--- config.mk ---
export PLATFORM = sky130hd
export DESIGN_NAME = seg_display_ctrl
export DESIGN_NICKNAME = d
export VERILOG_FILES = /design/src/rtl/seg_display_pkg.sv /design/src/rtl/seg_hex_encoder.sv /design/src/rtl/seg_display_ctrl.sv
export SDC_FILE = /design/constraint.sdc
export NUM_CORES = 1
export LEC_CHECK = 0
export ABC_AREA = 1
export CAP_MARGIN = 40
export CORE_AREA = 2 2 132 134
export DETAILED_ROUTE_END_ITERATION = 10
export DIE_AREA = 0 0 134 136
export PLACE_DENSITY_LB_ADDON = 0.15
export RECOVER_POWER = 100
export SETUP_SLACK_MARGIN = 0.15
export SYNTH_ARGS = -nofsm -noshare
export SYNTH_HDL_FRONTEND = slang
export SYNTH_SLANG_ARGS = --single-unit
--- constraint.sdc ---
create_clock -name clock -period 4.22 [get_ports clock]
set_input_delay 0.844 -clock clock [delete_from_list [all_inputs] [get_ports clock]]
set_output_delay 0.844 -clock clock [all_outputs]
set_load 0.01 [all_outputs]
--- src/rtl/seg_display_pkg.sv ---
// Shared glyphs, modes and FSM states for the seven-segment display controller.
// All glyphs are active-low with bit order g..a.
package seg_display_pkg;

    localparam logic [6:0] GLYPH_0 = 7'b1000000;
    localparam logic [6:0] GLYPH_1 = 7'b1111001;
    localparam logic [6:0] GLYPH_2 = 7'b0100100;
    localparam logic [6:0] GLYPH_3 = 7'b0110000;
    localparam logic [6:0] GLYPH_4 = 7'b0011001;
    localparam logic [6:0] GLYPH_5 = 7'b0010010;
    localparam logic [6:0] GLYPH_6 = 7'b0000010;
    localparam logic [6:0] GLYPH_7 = 7'b1111000;
    localparam logic [6:0] GLYPH_8 = 7'b0000000;
    localparam logic [6:0] GLYPH_9 = 7'b0010000;
    localparam logic [6:0] GLYPH_A = 7'b0001000;
    localparam logic [6:0] GLYPH_B = 7'b0000011;
    localparam logic [6:0] GLYPH_C = 7'b1000110;
    localparam logic [6:0] GLYPH_D = 7'b0100001;
    localparam logic [6:0] GLYPH_E = 7'b0000110;
    localparam logic [6:0] GLYPH_F = 7'b0001110;

    localparam logic [6:0] SEG_BLANK = 7'h7F;
    localparam logic [6:0] SEG_DASH  = 7'b0111111;

    typedef enum logic {
        MODE_HEX = 1'b0,
        MODE_DEC = 1'b1
    } mode_e;

    typedef enum logic {
        ST_IDLE    = 1'b0,
        ST_CONVERT = 1'b1
    } state_e;

    // Double-dabble correction: a BCD digit of 5 or more overflows when doubled.
    function automatic logic [3:0] bcd_adjust(input logic [3:0] digit);
        if (digit >= 4'd5) begin
            return digit + 4'd3;
        end else begin
            return digit;
        end
    endfunction

endpackage

--- src/rtl/seg_hex_encoder.sv ---
// Combinational nibble-to-glyph encoder, one instance per display digit.
module seg_hex_encoder
    import seg_display_pkg::*;
(
    input  logic [3:0] nibble_i,
    output logic [6:0] glyph_o
);

    // Map each nibble onto its active-low glyph.
    always_comb begin
        case (nibble_i)
            4'h0:    glyph_o = GLYPH_0;
            4'h1:    glyph_o = GLYPH_1;
            4'h2:    glyph_o = GLYPH_2;
            4'h3:    glyph_o = GLYPH_3;
            4'h4:    glyph_o = GLYPH_4;
            4'h5:    glyph_o = GLYPH_5;
            4'h6:    glyph_o = GLYPH_6;
            4'h7:    glyph_o = GLYPH_7;
            4'h8:    glyph_o = GLYPH_8;
            4'h9:    glyph_o = GLYPH_9;
            4'hA:    glyph_o = GLYPH_A;
            4'hB:    glyph_o = GLYPH_B;
            4'hC:    glyph_o = GLYPH_C;
            4'hD:    glyph_o = GLYPH_D;
            4'hE:    glyph_o = GLYPH_E;
            4'hF:    glyph_o = GLYPH_F;
            default: glyph_o = SEG_BLANK;
        endcase
    end

endmodule

--- src/rtl/seg_display_ctrl.sv ---
// Seven-segment display controller: hex writes show immediately, decimal writes run a
// bit-serial double-dabble first. Define SEG_DISPLAY_BLINK_EN to add per-digit blinking.
module seg_display_ctrl
    import seg_display_pkg::*;
#(
    parameter int NUM_DIGITS = 8,
    parameter int DATA_W     = 32,
    parameter int BLINK_DIV  = 25000000
) (
    input  logic                    clock,
    input  logic                    reset,
    input  logic                    wr_en,
    input  logic [DATA_W-1:0]       wr_data,
    input  logic                    wr_mode,
    input  logic [NUM_DIGITS-1:0]   digit_en,
`ifdef SEG_DISPLAY_BLINK_EN
    input  logic [NUM_DIGITS-1:0]   blink_mask,
`endif
    output logic                    busy,
    output logic                    wr_drop,
    output logic                    overflow,
    output logic [7*NUM_DIGITS-1:0] seg
);

    localparam int HEX_W = 4 * NUM_DIGITS;
    localparam int PAD_W = (DATA_W > HEX_W) ? DATA_W : HEX_W;
    localparam int CNT_W = $clog2(DATA_W);

    state_e                  state_q;
    logic                    busy_q;
    logic                    wr_drop_q;
    logic                    overflow_q;
    logic                    shown_q;
    logic [HEX_W-1:0]        disp_q;
    logic [DATA_W-1:0]       src_q;
    logic [HEX_W-1:0]        bcd_q;
    logic [HEX_W-1:0]        bcd_d;
    logic                    conv_ovf_q;
    logic [CNT_W-1:0]        bit_cnt_q;

    logic [PAD_W-1:0]        wr_pad_s;
    logic [HEX_W-1:0]        bcd_adj_s;
    logic                    carry_s;
    logic [7*NUM_DIGITS-1:0] glyph_s;
    logic [7*NUM_DIGITS-1:0] seg_s;
    logic [NUM_DIGITS-1:0]   blink_off_s;

    // Zero-extended so nibbles above DATA_W read as 0.
    assign wr_pad_s = PAD_W'(wr_data);

    // One double-dabble step: add-3 correction on each digit, then shift in the next source bit.
    always_comb begin
        bcd_adj_s = '0;
        for (int i = 0; i < NUM_DIGITS; i++) begin
            bcd_adj_s[4*i +: 4] = bcd_adjust(bcd_q[4*i +: 4]);
        end
        bcd_d   = {bcd_adj_s[HEX_W-2:0], src_q[DATA_W-1]};
        carry_s = bcd_adj_s[HEX_W-1];
    end

    // Write acceptance, decimal conversion FSM and display storage.
    always_ff @(posedge clock or posedge reset) begin
        if (reset) begin
            state_q    <= ST_IDLE;
            busy_q     <= 1'b0;
            wr_drop_q  <= 1'b0;
            overflow_q <= 1'b0;
            shown_q    <= 1'b0;
            disp_q     <= '0;
            src_q      <= '0;
            bcd_q      <= '0;
            conv_ovf_q <= 1'b0;
            bit_cnt_q  <= '0;
        end else begin
            wr_drop_q <= 1'b0;
            case (state_q)
                ST_IDLE: begin
                    if (wr_en) begin
                        if (mode_e'(wr_mode) == MODE_DEC) begin
                            state_q    <= ST_CONVERT;
                            busy_q     <= 1'b1;
                            src_q      <= wr_data;
                            bcd_q      <= '0;
                            conv_ovf_q <= 1'b0;
                            bit_cnt_q  <= '0;
                        end else begin
                            disp_q     <= wr_pad_s[HEX_W-1:0];
                            overflow_q <= 1'b0;
                            shown_q    <= 1'b1;
                        end
                    end
                end
                ST_CONVERT: begin
                    wr_drop_q  <= wr_en;
                    bcd_q      <= bcd_d;
                    src_q      <= {src_q[DATA_W-2:0], 1'b0};
                    conv_ovf_q <= conv_ovf_q | carry_s;
                    bit_cnt_q  <= bit_cnt_q + CNT_W'(1);
                    // The display only changes once the last source bit is in.
                    if (bit_cnt_q == CNT_W'(DATA_W - 1)) begin
                        state_q    <= ST_IDLE;
                        busy_q     <= 1'b0;
                        disp_q     <= bcd_d;
                        overflow_q <= conv_ovf_q | carry_s;
                        shown_q    <= 1'b1;
                    end
                end
                default: begin
                    state_q <= ST_IDLE;
                    busy_q  <= 1'b0;
                end
            endcase
        end
    end

`ifdef SEG_DISPLAY_BLINK_EN
    localparam int BLINK_CNT_W = (BLINK_DIV > 1) ? $clog2(BLINK_DIV) : 1;

    logic [BLINK_CNT_W-1:0] blink_cnt_q;
    logic                   blink_phase_q;

    // Free-running blink timebase; the phase flips each time the counter wraps.
    always_ff @(posedge clock or posedge reset) begin
        if (reset) begin
            blink_cnt_q   <= '0;
            blink_phase_q <= 1'b0;
        end else if (blink_cnt_q == BLINK_CNT_W'(BLINK_DIV - 1)) begin
            blink_cnt_q   <= '0;
            blink_phase_q <= ~blink_phase_q;
        end else begin
            blink_cnt_q   <= blink_cnt_q + BLINK_CNT_W'(1);
        end
    end

    assign blink_off_s = blink_mask & {NUM_DIGITS{blink_phase_q}};
`else
    assign blink_off_s = '0;
`endif

    for (genvar g = 0; g < NUM_DIGITS; g++) begin : g_enc
        seg_hex_encoder u_enc (
            .nibble_i (disp_q[4*g +: 4]),
            .glyph_o  (glyph_s[7*g +: 7])
        );
    end

    // Per-digit gating; digit_en must act without waiting for a clock edge.
    always_comb begin
        seg_s = '1;
        for (int i = 0; i < NUM_DIGITS; i++) begin
            if (!digit_en[i] || !shown_q || blink_off_s[i]) begin
                seg_s[7*i +: 7] = SEG_BLANK;
            end else if (overflow_q) begin
                seg_s[7*i +: 7] = SEG_DASH;
            end else begin
                seg_s[7*i +: 7] = glyph_s[7*i +: 7];
            end
        end
    end

    assign seg      = seg_s;
    assign busy     = busy_q;
    assign wr_drop  = wr_drop_q;
    assign overflow = overflow_q;

endmodule

Word-level counts from Yosys, hierarchy flattened
Memories as Yosys holds them, arrays and structs flattened.
Cells that the tools add are included.
W data, S select, Z words.

storage, ports and cells
  bits in registers = 107
  bits in read-only memories = 896
  bits of input ports = 44
  output and inout bits = 59
  word-level logic and storage cells = 119
  memories kept = 8

memory list
  name             words  bits a word  read ports  clocked after memory_dff  wr ports  RTL line               text
  (no name shown)  16     7            1           0                         0         seg_hex_encoder.sv:11  case (nibble_i)
  (no name shown)  16     7            1           0                         0         seg_hex_encoder.sv:11
  (no name shown)  16     7            1           0                         0         seg_hex_encoder.sv:11
  (no name shown)  16     7            1           0                         0         seg_hex_encoder.sv:11
  (no name shown)  16     7            1           0                         0         seg_hex_encoder.sv:11
  (no name shown)  16     7            1           0                         0         seg_hex_encoder.sv:11
  +2 memories      -      -            -           -                         -         -

operators by class
  add/subtract/negate cells = 9
  order comparisons = 8
  equality and inequality tests = 5
  multiplexer cells = 57
  bitwise logic cells = 2
  reductions and logical operators = 20

operators with widths
  kind                   count
  $mux W32               7
  $pmux W32 S2           3
  $mux W7                16
  $add A4 B2 Y4 const B  8
  $ge A4 B3 Y1 const B   8
  $mux W4                8
  $mux W1                15
  $mux W5                2
  $pmux W1 S2            5
  $pmux W5 S2            1
  $logic_not A1 Y1       9
  $logic_or A1 B1 Y1     8
  $ne A2 B2 Y1 const B   3
  $reduce_and A3 Y1      2
  $add A5 B1 Y5 const B  1
  $eq A5 B5 Y1 const B   1
  $ne A2 B1 Y1 const B   1
  $reduce_and A2 Y1      1
  $not A1 Y1             1
  $or A1 B1 Y1           1

Depth between registers and ports, before layout
Gate-level depths: netlist of run 1.

  depth in word-level cells = 5
  gate-level depth with buffers = 10
  gate-level depth less buffers = 9

By module
Synthesis of run 1 repeated with hierarchy kept, for this count alone.

second synthesis, totals
  cell total of the unflattened synthesis = 1158
  area, all modules = 7931.4 um2

by module, submodules not included
  module                                times used  cells each  area each (um2)  seq. area each (um2)
  seg_display_ctrl                      1           766         5735.5           2677.6
  seg_hex_encoder (g_enc[0].u_enc ...)  7           49          274.0            0.0
  seg_hex_encoder (g_enc[3].u_enc)      1           49          277.8            0.0

Worst setup path before layout of run 1
OpenSTA, ideal clock, no wires.

  path type = input to output
  start = input port digit_en[3]
  end = output port seg[21]
  data arrival time = 1317 ps
  required time = 3376 ps
  path slack = 2059 ps
  cell stages on the path = 5
  buffers on the path = 0
  path through = nand2_1 -> inv_1 -> nand2_1 -> a31oi_1 -> o211ai_1

between the ends
  longest elaborated chain between the ends = 3

RTL lines
  what                RTL line                 text
  start: declaration  seg_display_ctrl.sv:15   input logic [NUM_DIGITS-1:0] digit_en,
  $logic_not A1 Y1    seg_display_ctrl.sv:151  if (!digit_en[i] || !shown_q || blink_off_s[i]) begin
  $logic_or A1 B1 Y1  seg_display_ctrl.sv:151
  $mux W7             seg_display_ctrl.sv:151
  end: declaration    seg_display_ctrl.sv:22   output logic [7*NUM_DIGITS-1:0] seg

Every way passes these cells.

Final worst setup path of run 1
  start = input port wr_en
  end = register disp_q[26]

between the ends
  longest elaborated chain between the ends = 2

RTL lines
  what                                RTL line                text
  start: declaration                  seg_display_ctrl.sv:12  input logic wr_en,
  $ne A2 B2 Y1 (no source line)       -
  $reduce_and A3 Y1 (no source line)  -
  end signal: assignment              seg_display_ctrl.sv:87  disp_q <= wr_pad_s[HEX_W-1:0];
  end: declaration                    seg_display_ctrl.sv:34  logic [HEX_W-1:0] disp_q;

Every way passes these cells.
A chain may end at the register's enable or synchronous reset.

==> results of run 1 <==
==> kinds of logic after synthesis <==
| kind of cell | Yosys count | share of synthesized area [%] |
|---|---|---|
| buf+inv | 172 | 9.98 |
| flops | 107 | 36.1 |
| compound gates | 230 | 17.3 |
| fa+ha+maj | 74 | 12.5 |
| simple gates | 432 | 24.2 |
==> registers in the layout (all words and copies together) (netlist names) <==
signal      count
src_q          32
bcd_q          32
overflow        1
bit_cnt_q       5
busy            1
disp_q         32
shown_q         1
conv_ovf_q      1
state_q         1
wr_drop         1
==> routing by layer <==
metal,vias up,track usage [%]
met2,146,32.6
met1,3120,28.8
li1,3505,-
met4,0,5.67
met3,26,3.62
met5,-,0
==> Yosys cell counts <==
cell       number
or2_2           1
inv_4           1
o211ai_1       22
o21ai_1        20
o31ai_1         3
a21oi_1        70
nand2_1       230
nand2_4         3
buf_2          23
o2111ai_1       4
buf_6           6
a22o_1          2
ha_1           74
nor3_1          1
nor2_1        102
a211oi_1        3
o21ai_0        83
dfrtp_1       107
buf_4           5
inv_1         124
nand3_1        73
clkbuf_1       11
a31oi_1        18
o221ai_1        5
inv_2           2
nand4_1        22
==> metrics by stage <==
stage	area, µm²	cells
floorplan	7420	1015
global placement	8510	1302
detailed placement	8550	1304
CTS	8820	1320
global route	8790	1320
finish	8790	1320
==> critical path: stages <==
cell and delay, ns:
dlygate4sd3_1 0.59, nand2_1 0.07, nand2_1 1.25, inv_4 0.43, nor2_1 0.30, a21oi_1 0.10
==> final timing paths <==
path	slack (ns)	end	cells past startpoint
worst max-delay path	0.84	disp_q[26]$_DFFE_PP0P_	6
worst min-delay path	0.49	src_q[20]$_DFFE_PP0P_	2
worst max register to register	0.99	disp_q[26]$_DFFE_PP0P_	9
worst min register to register	0.49	src_q[20]$_DFFE_PP0P_	2
max in group asynchronous	1.14	disp_q[3]$_DFFE_PP0P_	3
min in group asynchronous	1.48	wr_drop$_DFF_PP0_	2
==> power groups by stage <==
stage	Clock [W]	Sequential [W]	Combinational [W]
2_1_floorplan	0	0.00180	0.00267
3_3_place_gp	0	0.00206	0.00353
3_5_place_dp	0	0.00206	0.00359
4_1_cts	0.000815	0.00205	0.00361
5_1_grt	0.000855	0.00215	0.00400
6_report	0.000800	0.00205	0.00346
==> area by class of cell <==
| type | count | area share, % |
|---|---|---|
| Clock buffer | 13 | 2.85 |
| Sequential cell | 107 | 30.5 |
| Clock inverter | 3 | 0.270 |
| Multi-Input combinational cell | 736 | 45.4 |
| Tap cell | 225 | 3.20 |
| Timing Repair Buffer | 109 | 12.4 |
| Inverter | 127 | 5.47 |
==> cells in the final DEF (no fill, tap or decap), types with 42 or more instances in the layout <==
| cell | instances |
|---|---|
| nand2_1 | 232 |
| inv_1 | 124 |
| dfrtp_1 | 107 |
| o21ai_0 | 102 |
| nor2_1 | 102 |
| ha_1 | 74 |
| nand3_1 | 73 |
| a21oi_1 | 70 |
| dlygate4sd3_1 | 60 |
| clkdlybuf4s50_1 | 42 |
==> impl_metrics.env, run 1 <==
export IMPL_hold_path_class="flip-flop to flip-flop"
export IMPL_ys_ff_latch=107
export IMPL_pwr_share_seq_pct=32.5
export IMPL_cp_arrival_ns=3.60
export IMPL_dr_pass1_iters=7
export IMPL_wl_um=18000
export IMPL_switching_share_pct=47.1
export IMPL_crit_path_start="wr_en"
export IMPL_synth_top_area_share_pct=36.1
export IMPL_maxCapViolCount=3
export IMPL_tns_ns=0
export IMPL_min_from="src_q[20]$_DFFE_PP0P_"
export IMPL_wl_per_cell_um=13.6
export IMPL_die_height_um=136
export IMPL_m1WireLength_um=8830
export IMPL_grt_total_usage_pct=20.5
export IMPL_leakage_nw=4.25
export IMPL_core_area_mm2=0.0169
export IMPL_synth_top_cell_by_area="dfrtp_1"
export IMPL_die_x_um=134
export IMPL_crit_path_max_fanout=43
export IMPL_fin_skew_ns=0.00611
export IMPL_met3WireLength_um=710
export IMPL_buffer_ports_inserted=102
export IMPL_synth_area_per_cell_um2=7.31
export IMPL_worst_pin_slew_ns=2.12
export IMPL_die_area_mm2=0.0182
export IMPL_grt_pass1_vias=6232
export IMPL_place_ws_ns=1.03
export IMPL_ir_drop_uv=262
export IMPL_via_per_inst=5.15
export IMPL_combPwrFrac_pct=54.9
export IMPL_cp_required_ns=4.44
export IMPL_cts_tree="done"
export IMPL_worst_slack_ns=0.839
export IMPL_cts_max_path_buffers=2
export IMPL_dr_max_layer_used="met4"
export IMPL_drt_first_iter_violations=470
export IMPL_diodes=0
export IMPL_initial_core_util_pct=44.0
export IMPL_post_cts_setup_buffers=0
export IMPL_drc=0
export IMPL_cts_sinks=107
export IMPL_fp_row_count=48
export IMPL_fillers=1661
export IMPL_cts_hold_buf=0
export IMPL_wl_met2_um=8040
export IMPL_ios=103
export IMPL_p_clk_share_pct=12.7
export IMPL_clk_latency_ns=0.35
export IMPL_antenna_found_initial=0
export IMPL_drive_gt1_share_pct=2.01
export IMPL_cts_buffers=9
export IMPL_num_vias=6797
export IMPL_synth_cell_types=26
export IMPL_setup_viol_count_final=0
export IMPL_outcome="complete, but fails checks"
export IMPL_dpl_hpwl_um=12700
export IMPL_fin_total_pwr_w=0.00631
export IMPL_finalCritPeriodShare_pct=80.1
export IMPL_place_congestion=0.868
export IMPL_relSlewSlack_pct=-41.6
export IMPL_synthesis_nets=1133
export IMPL_grt_pass1_wl_um=30400
export IMPL_areaGrowthSynthToFinish_pct=18.4
export IMPL_syn_instance_count=1015
export IMPL_grt_max_degree=51
export IMPL_htreeDepth=3
export IMPL_grt_overflow_total=0
export IMPL_rsz0062_at_grt="false"
export IMPL_maxSlewViolCount=137
export IMPL_finish_utilization_pct=52.1
export IMPL_critical_path_class="primary input to flip-flop"
export IMPL_synth_area_mm2=0.00742
export IMPL_drt_antenna_violating_nets=0
export IMPL_ys_seq_area_share_pct=36.1
export IMPL_violations="max-capacitance violations, max-slew violations"
export IMPL_nNetsFinal=1208
export IMPL_cts_resized=0
export IMPL_synthTopCellsByArea="dfrtp_1 (36%), ha_1 (12%), nand2_1 (12%)"
export IMPL_worstSetupStartpointType="primary input"
export IMPL_root_buffer="clkbuf_16"
export IMPL_power_report_internal_total_w=0.00334
export IMPL_p_per_area_mw_per_mm2=718
export IMPL_clkTransAtPathRegs_ns=0.07
export IMPL_cp_end_kind="flip-flop"
export IMPL_hold_viol_final=0
export IMPL_whs_ns=0.489
export IMPL_regArea_mm2=0.00268
export IMPL_fin_crit_ns=3.38
export IMPL_synth_warnings=0
export IMPL_p_sw_w=0.00297
export IMPL_reg2reg_from="bit_cnt_q[0]$_DFFE_PP0P_"
export IMPL_timing_fmax_mhz=296
export IMPL_multi_input_area_mm2=0.00399
(Power assumes the default switching activity.)
==> run 2: changes to the inputs <==
clock period = 3.3 ns   (was 4.22 ns; I/O delays follow)
==> run 2 against run 1 <==
  * The run still ends with max-capacitance violations, max-slew violations left
  * Die area is the same
  * Power grew 28%
  * Non-clock buffer count grew 4
  * Via count grew 1.4%
  * First-iteration DRC count shrank 7.4%
  * Cell count grew 0.30%
  * Clock skew shrank 0.0025 ns
  * Largest power group unchanged
  * Core utilization grew 0.14 points
  * Sequential cell count is the same
  * Hold slack lost 0.0016 ns
  * Largest cell class unchanged
  * Design area grew 0.27%
  * Register-to-register slack lost 0.52 ns
==> impl_metrics.env, run 2 (same netlist as run 1, synthesis figures left out) <==
export IMPL_outcome="complete, but fails checks"
export IMPL_violations="max-capacitance violations, max-slew violations"
export IMPL_grt_pass1_wl_um=30100
export IMPL_relSlewSlack_pct=-0.0407
export IMPL_place_congestion=0.854
export IMPL_rsz0062_at_grt="false"
export IMPL_areaGrowthSynthToFinish_pct=18.7
export IMPL_antenna_found_initial=0
export IMPL_maxCapViolCount=1
export IMPL_ir_drop_uv=481
export IMPL_die_x_um=134
export IMPL_initial_core_util_pct=44.0
export IMPL_fp_row_count=48
export IMPL_cts_tree="done"
export IMPL_finalCritPeriodShare_pct=91.7
export IMPL_cts_max_path_buffers=2
export IMPL_dpl_hpwl_um=13100
export IMPL_cts_sinks=107
export IMPL_leakage_nw=4.27
export IMPL_hold_depth=2
export IMPL_tns_ns=0
export IMPL_grt_pass1_vias=6212
export IMPL_timing_fmax_mhz=330
export IMPL_place_inst=1308
export IMPL_fin_crit_ns=3.03
export IMPL_reg_top3="bcd_q x32, disp_q x32, src_q x32"
export IMPL_cp_arrival_ns=2.37
export IMPL_ios=103
export IMPL_cp_required_ns=2.64
export IMPL_cts_resized=0
export IMPL_buffer_ports_inserted=102
export IMPL_finish_utilization_pct=52.2
export IMPL_die_height_um=136
export IMPL_drt_first_iter_violations=435
export IMPL_nNetsFinal=1212
export IMPL_setup_viol_count_final=0
export IMPL_final_area_mm2=0.00881
export IMPL_htreeDepth=3
export IMPL_critical_path_class="flip-flop to output port"
export IMPL_place_area_mm2=0.00856
export IMPL_grt_overflow_total=0
export IMPL_die_area_mm2=0.0182
export IMPL_cp_end_kind="output port"
export IMPL_worst_pin_slew_ns=1.49
export IMPL_cts_buffers=9
export IMPL_diodes=0
export IMPL_layout_common_cells="nand2_1 (230), inv_1 (126), dfrtp_1 (107), nor2_1 (102), o21ai_0 (101)"
export IMPL_dr_pass1_iters=8
export IMPL_drive_gt1_share_pct=2.27
export IMPL_p_per_area_mw_per_mm2=920
export IMPL_final_common_cell="nand2_1"
export IMPL_cts_hold_buf=0
export IMPL_hold_path_class="flip-flop to flip-flop"
export IMPL_maxSlewViolCount=1
export IMPL_grt_max_degree=44
export IMPL_clkTransAtPathRegs_ns=0.07
export IMPL_drt_antenna_violating_nets=0
export IMPL_whs_ns=0.487
export IMPL_drc=0
export IMPL_num_vias=6889
export IMPL_fin_cells=1324
export IMPL_clk_latency_ns=0.35
export IMPL_grt_total_usage_pct=20.3
export IMPL_fillers=1704
export IMPL_crit_path_max_fanout=9
export IMPL_wl_per_cell_um=13.7
export IMPL_fin_skew_ns=0.00364
export IMPL_hold_viol_final=0
export IMPL_r2r_cells=5
export IMPL_via_per_inst=5.20
export IMPL_wl_um=18200
export IMPL_post_cts_setup_buffers=0
export IMPL_core_area_mm2=0.0169
export IMPL_worstSetupStartpointType="flip-flop"
export IMPL_root_buffer="clkbuf_16"
run 2: cell count changes in the layout (fill, tap and decap cells not counted), sizes merged:
cell,before,now
clkbuf,16,22
clkinvlp,3,1
dlygate4sd3,60,59
clkdlybuf4s50,42,43
run 2: final timing paths:
check | startpoint | to | slack [ns]
min in group asynchronous | reset | bcd_q[13]$_DFFE_PP0P_ | 1.10
max in group asynchronous | reset | disp_q[4]$_DFFE_PP0P_ | 0.64
worst min register to register | src_q[16]$_DFFE_PP0P_ | src_q[16]$_DFFE_PP0P_ | 0.49
worst min-delay path | src_q[16]$_DFFE_PP0P_ | src_q[16]$_DFFE_PP0P_ | 0.49
worst max register to register | state_q$_DFF_PP0_ | src_q[24]$_DFFE_PP0P_ | 0.47
worst max-delay path | shown_q$_DFFE_PP0P_ | seg[9] | 0.27
run 2: power by group:
| group | internal (W) | total, W | switching [W] |
|---|---|---|---|
| combinational | 0.00180 | 0.00440 | 0.00260 |
| clock | 0.000595 | 0.00106 | 0.000470 |
| sequential | 0.00192 | 0.00264 | 0.000719 |
run 2: layout make-up:
type	instances	area (µm²)	area share [%]
clock inverter	1	5.00	0.0568
sequential	107	2680	30.4
tap	225	282	3.19
timing repair buffer	113	1080	12.2
inverter	127	478	5.42
clock buffer	15	288	3.26
multi-input combinational	736	4010	45.4
run 2: critical path: stages (launching register included):
cell           delay (ns)
dfrtp_1              0.74
nand2_1              0.15
nor2_1               0.32
o221ai_1             0.17
dlygate4sd3_1        0.63
run 2: stage by stage:
stage / setup WS (ns) / total power, W
3_3_place_gp: 0.483 / 0.00716
3_5_place_dp: 0.473 / 0.00722
5_1_grt: 0.121 / 0.00897
2_1_floorplan: 1.35 / 0.00571
6_report: 0.273 / 0.00811
4_1_cts: 0.321 / 0.00831
run 2: per-layer routing:
metal  vias to the layer above  track usage (%)  wire [µm]
met5                         -                0          0
met4                         0             4.55        185
met3                        15             3.58        861
met2                       166             32.5       8340
met1                      3197             28.9       8800
li1                       3511                -          -
==> run 3: changes to the inputs <==
ABC_CLOCK_PERIOD_IN_PS = 3300   (was not set)
SETUP_SLACK_MARGIN = not set   (was 0.15)
==> results of run 3 <==
Same layout as run 2: the final DEF is identical, and so are final timing and power.
==> edit (flow settings as in run 2) <==
The parameter `DATA_W` goes from 32 to 64.
--- a/src/rtl/seg_display_ctrl.sv
+++ b/src/rtl/seg_display_ctrl.sv
@@ -5,5 +5,5 @@
 #(
     parameter int NUM_DIGITS = 8,
-    parameter int DATA_W     = 32,
+    parameter int DATA_W     = 64,
     parameter int BLINK_DIV  = 25000000
 ) (
Interface: changed (resized wr_data); port bits go from 103 to 135. No check against the original RTL was run, so the function may have changed too.
==> edit against run 2 <==
Total power up 21%; setup slack worse by 0.0023 ns; routed wire length up 20%; fmax about the same; area after synthesis up 21%; sequential cell count up 33; cell count up 18%; register-to-register slack worse by 0.04 ns; design area up 25%; core utilization up 13 points; critical path type is now in -> out; largest cell class unchanged.
==> edit: results (changes against run 2) <==
outcome:
  status: "finished clean"  # was finished with violations
clocking:
  worstSkewPairLatency_ns: 0.42  # was 0.35 ns
  clk_pin_slew_ns: 0.06
  cts_buffers: 17  # was 9
  htreeDepth: 4  # was 3
logic_synthesis:
  ys_types: 28  # was 26
  syn_nets: 1357  # was 1133
  ys_seq_area_share_pct: 39.0  # was 36.1%
  ys.warnings.count: 0  # unchanged
  synthTopCellsByArea: "dfrtp_1, nand2_1, ha_1"  # was dfrtp_1, ha_1, nand2_1
  yosys-top-cells-count: "nand2_1, dfrtp_1, inv_1"  # was nand2_1, inv_1, dfrtp_1
layout:
  layout.nets: 1471  # was 1212
  fill_cells: 1515  # was 1704
  largestRegisters: "src_q x64, bcd_q x32, disp_q x32"  # was bcd_q x32, disp_q x32, src_q x32
  drive_above_1_share_pct: 4.64  # was 2.27%
  area_growth_pct: 22.3  # was 18.7%
placed_design:
  gp_congestion: 0.868  # was 0.854
  io_buffers: 134  # was 102
  hpwlAfterDp_mm: 15.7  # was 13.1 mm
  dpl_cell_area_mm2: 0.0105  # was 0.00856 mm2
  post-place-ws_ns: 0.363  # was 0.473 ns
pwr:
  vdd_drop_max_mv: 0.440  # was 0.481 mV
grt:
  grt_first_pass_wirelength_mm: 37.0  # was 30.1 mm
  grt_max_degree: 54  # was 44
  grt_pass1_vias: 7605  # was 6212
sta:
  final-max-slew-violation-count: 0  # was 1
routing:
  drt-pass1-iter-count: 5  # was 8
  routed_wl_mm: 21.9  # was 18.2 mm
  vias_per_cell: 5.32  # was 5.20
worst_setup_path:
  worstPathMaxFanout: 4  # was 9
[edit: changes by cell type in the layout (fill, tap and decap cells not counted), moves of 6 or more]
cell             change
a21oi_1              -8
nand4_1              -6
inv_1               +13
a21oi_2             +14
o211ai_1            +21
clkbuf_16            +8
dfrtp_1             +33
nor2_1              -24
nand3_1             +11
nand2_1            +127
clkdlybuf4s50_1     +33
o221ai_1            +15
a31oi_1              -9
[edit: where the power goes]
| part | total (W) | internal [W] | switching [W] | leakage (nW) |
|---|---|---|---|---|
| clock | 0.00175 | 0.00105 | 0.000696 | 0.273 |
| sequential | 0.00326 | 0.00250 | 0.000758 | 1.72 |
| combinational | 0.00484 | 0.00195 | 0.00289 | 3.21 |
[edit: logic make-up (layout without fill, tap and decap cells)]
family	after synthesis	after routing	synth area share, %
simple gates	542	542	24.7
buf+inv	193	320	8.68
compound gates	260	260	17.5
fa+ha+maj	73	73	10.2
flops	140	140	39.0
[edit: layout make-up]
type,count,area share (%)
well taps,225,2.56
clock buffers,25,4.60
multi-input cells,875,42.7
flip-flops and latches,140,31.8
clock inverters,7,0.341
inverters,142,4.86
repair buffers,146,13.1
[edit: routing by layer]
layer	wire, um	up-vias	GRT usage [%]
li1	-	4220	-
met1	10500	3825	35.5
met5	0	-	0
met2	10000	225	39.9
met3	1060	23	4.06
met4	334	0	7.92
[edit: critical path, stage by stage]
cell and delay [ns]:
clkdlybuf4s50_1 0.48, nand2_1 0.06, nor2_1 0.23, inv_1 0.09, a31oi_1 0.20, nand2_1 0.07
dlygate4sd3_1 0.60
[edit: final timing paths]
| path | from | to | slack [ns] | cells past startpoint |
|---|---|---|---|---|
| worst min-delay path | src_q[0]$_DFFE_PP0P_ | src_q[0]$_DFFE_PP0P_ | 0.49 | 2 |
| worst min register to register | src_q[0]$_DFFE_PP0P_ | src_q[0]$_DFFE_PP0P_ | 0.49 | 2 |
| worst max register to register | state_q$_DFF_PP0_ | disp_q[20]$_DFFE_PP0P_ | 0.43 | 8 |
| min in group asynchronous | reset | bit_cnt_q[3]$_DFFE_PP0P_ | 1.01 | 2 |
| max in group asynchronous | reset | disp_q[15]$_DFFE_PP0P_ | 0.65 | 3 |
| worst max-delay path | digit_en[2] | seg[19] | 0.27 | 7 |
[edit: metrics by stage]
step                      cells  hold WS, ns
after global routing       1560        0.502
final                      1560        0.486
after floorplan            1208        0.450
after global placement     1528        0.465
after detailed placement   1528        0.474
after CTS                  1560        0.488
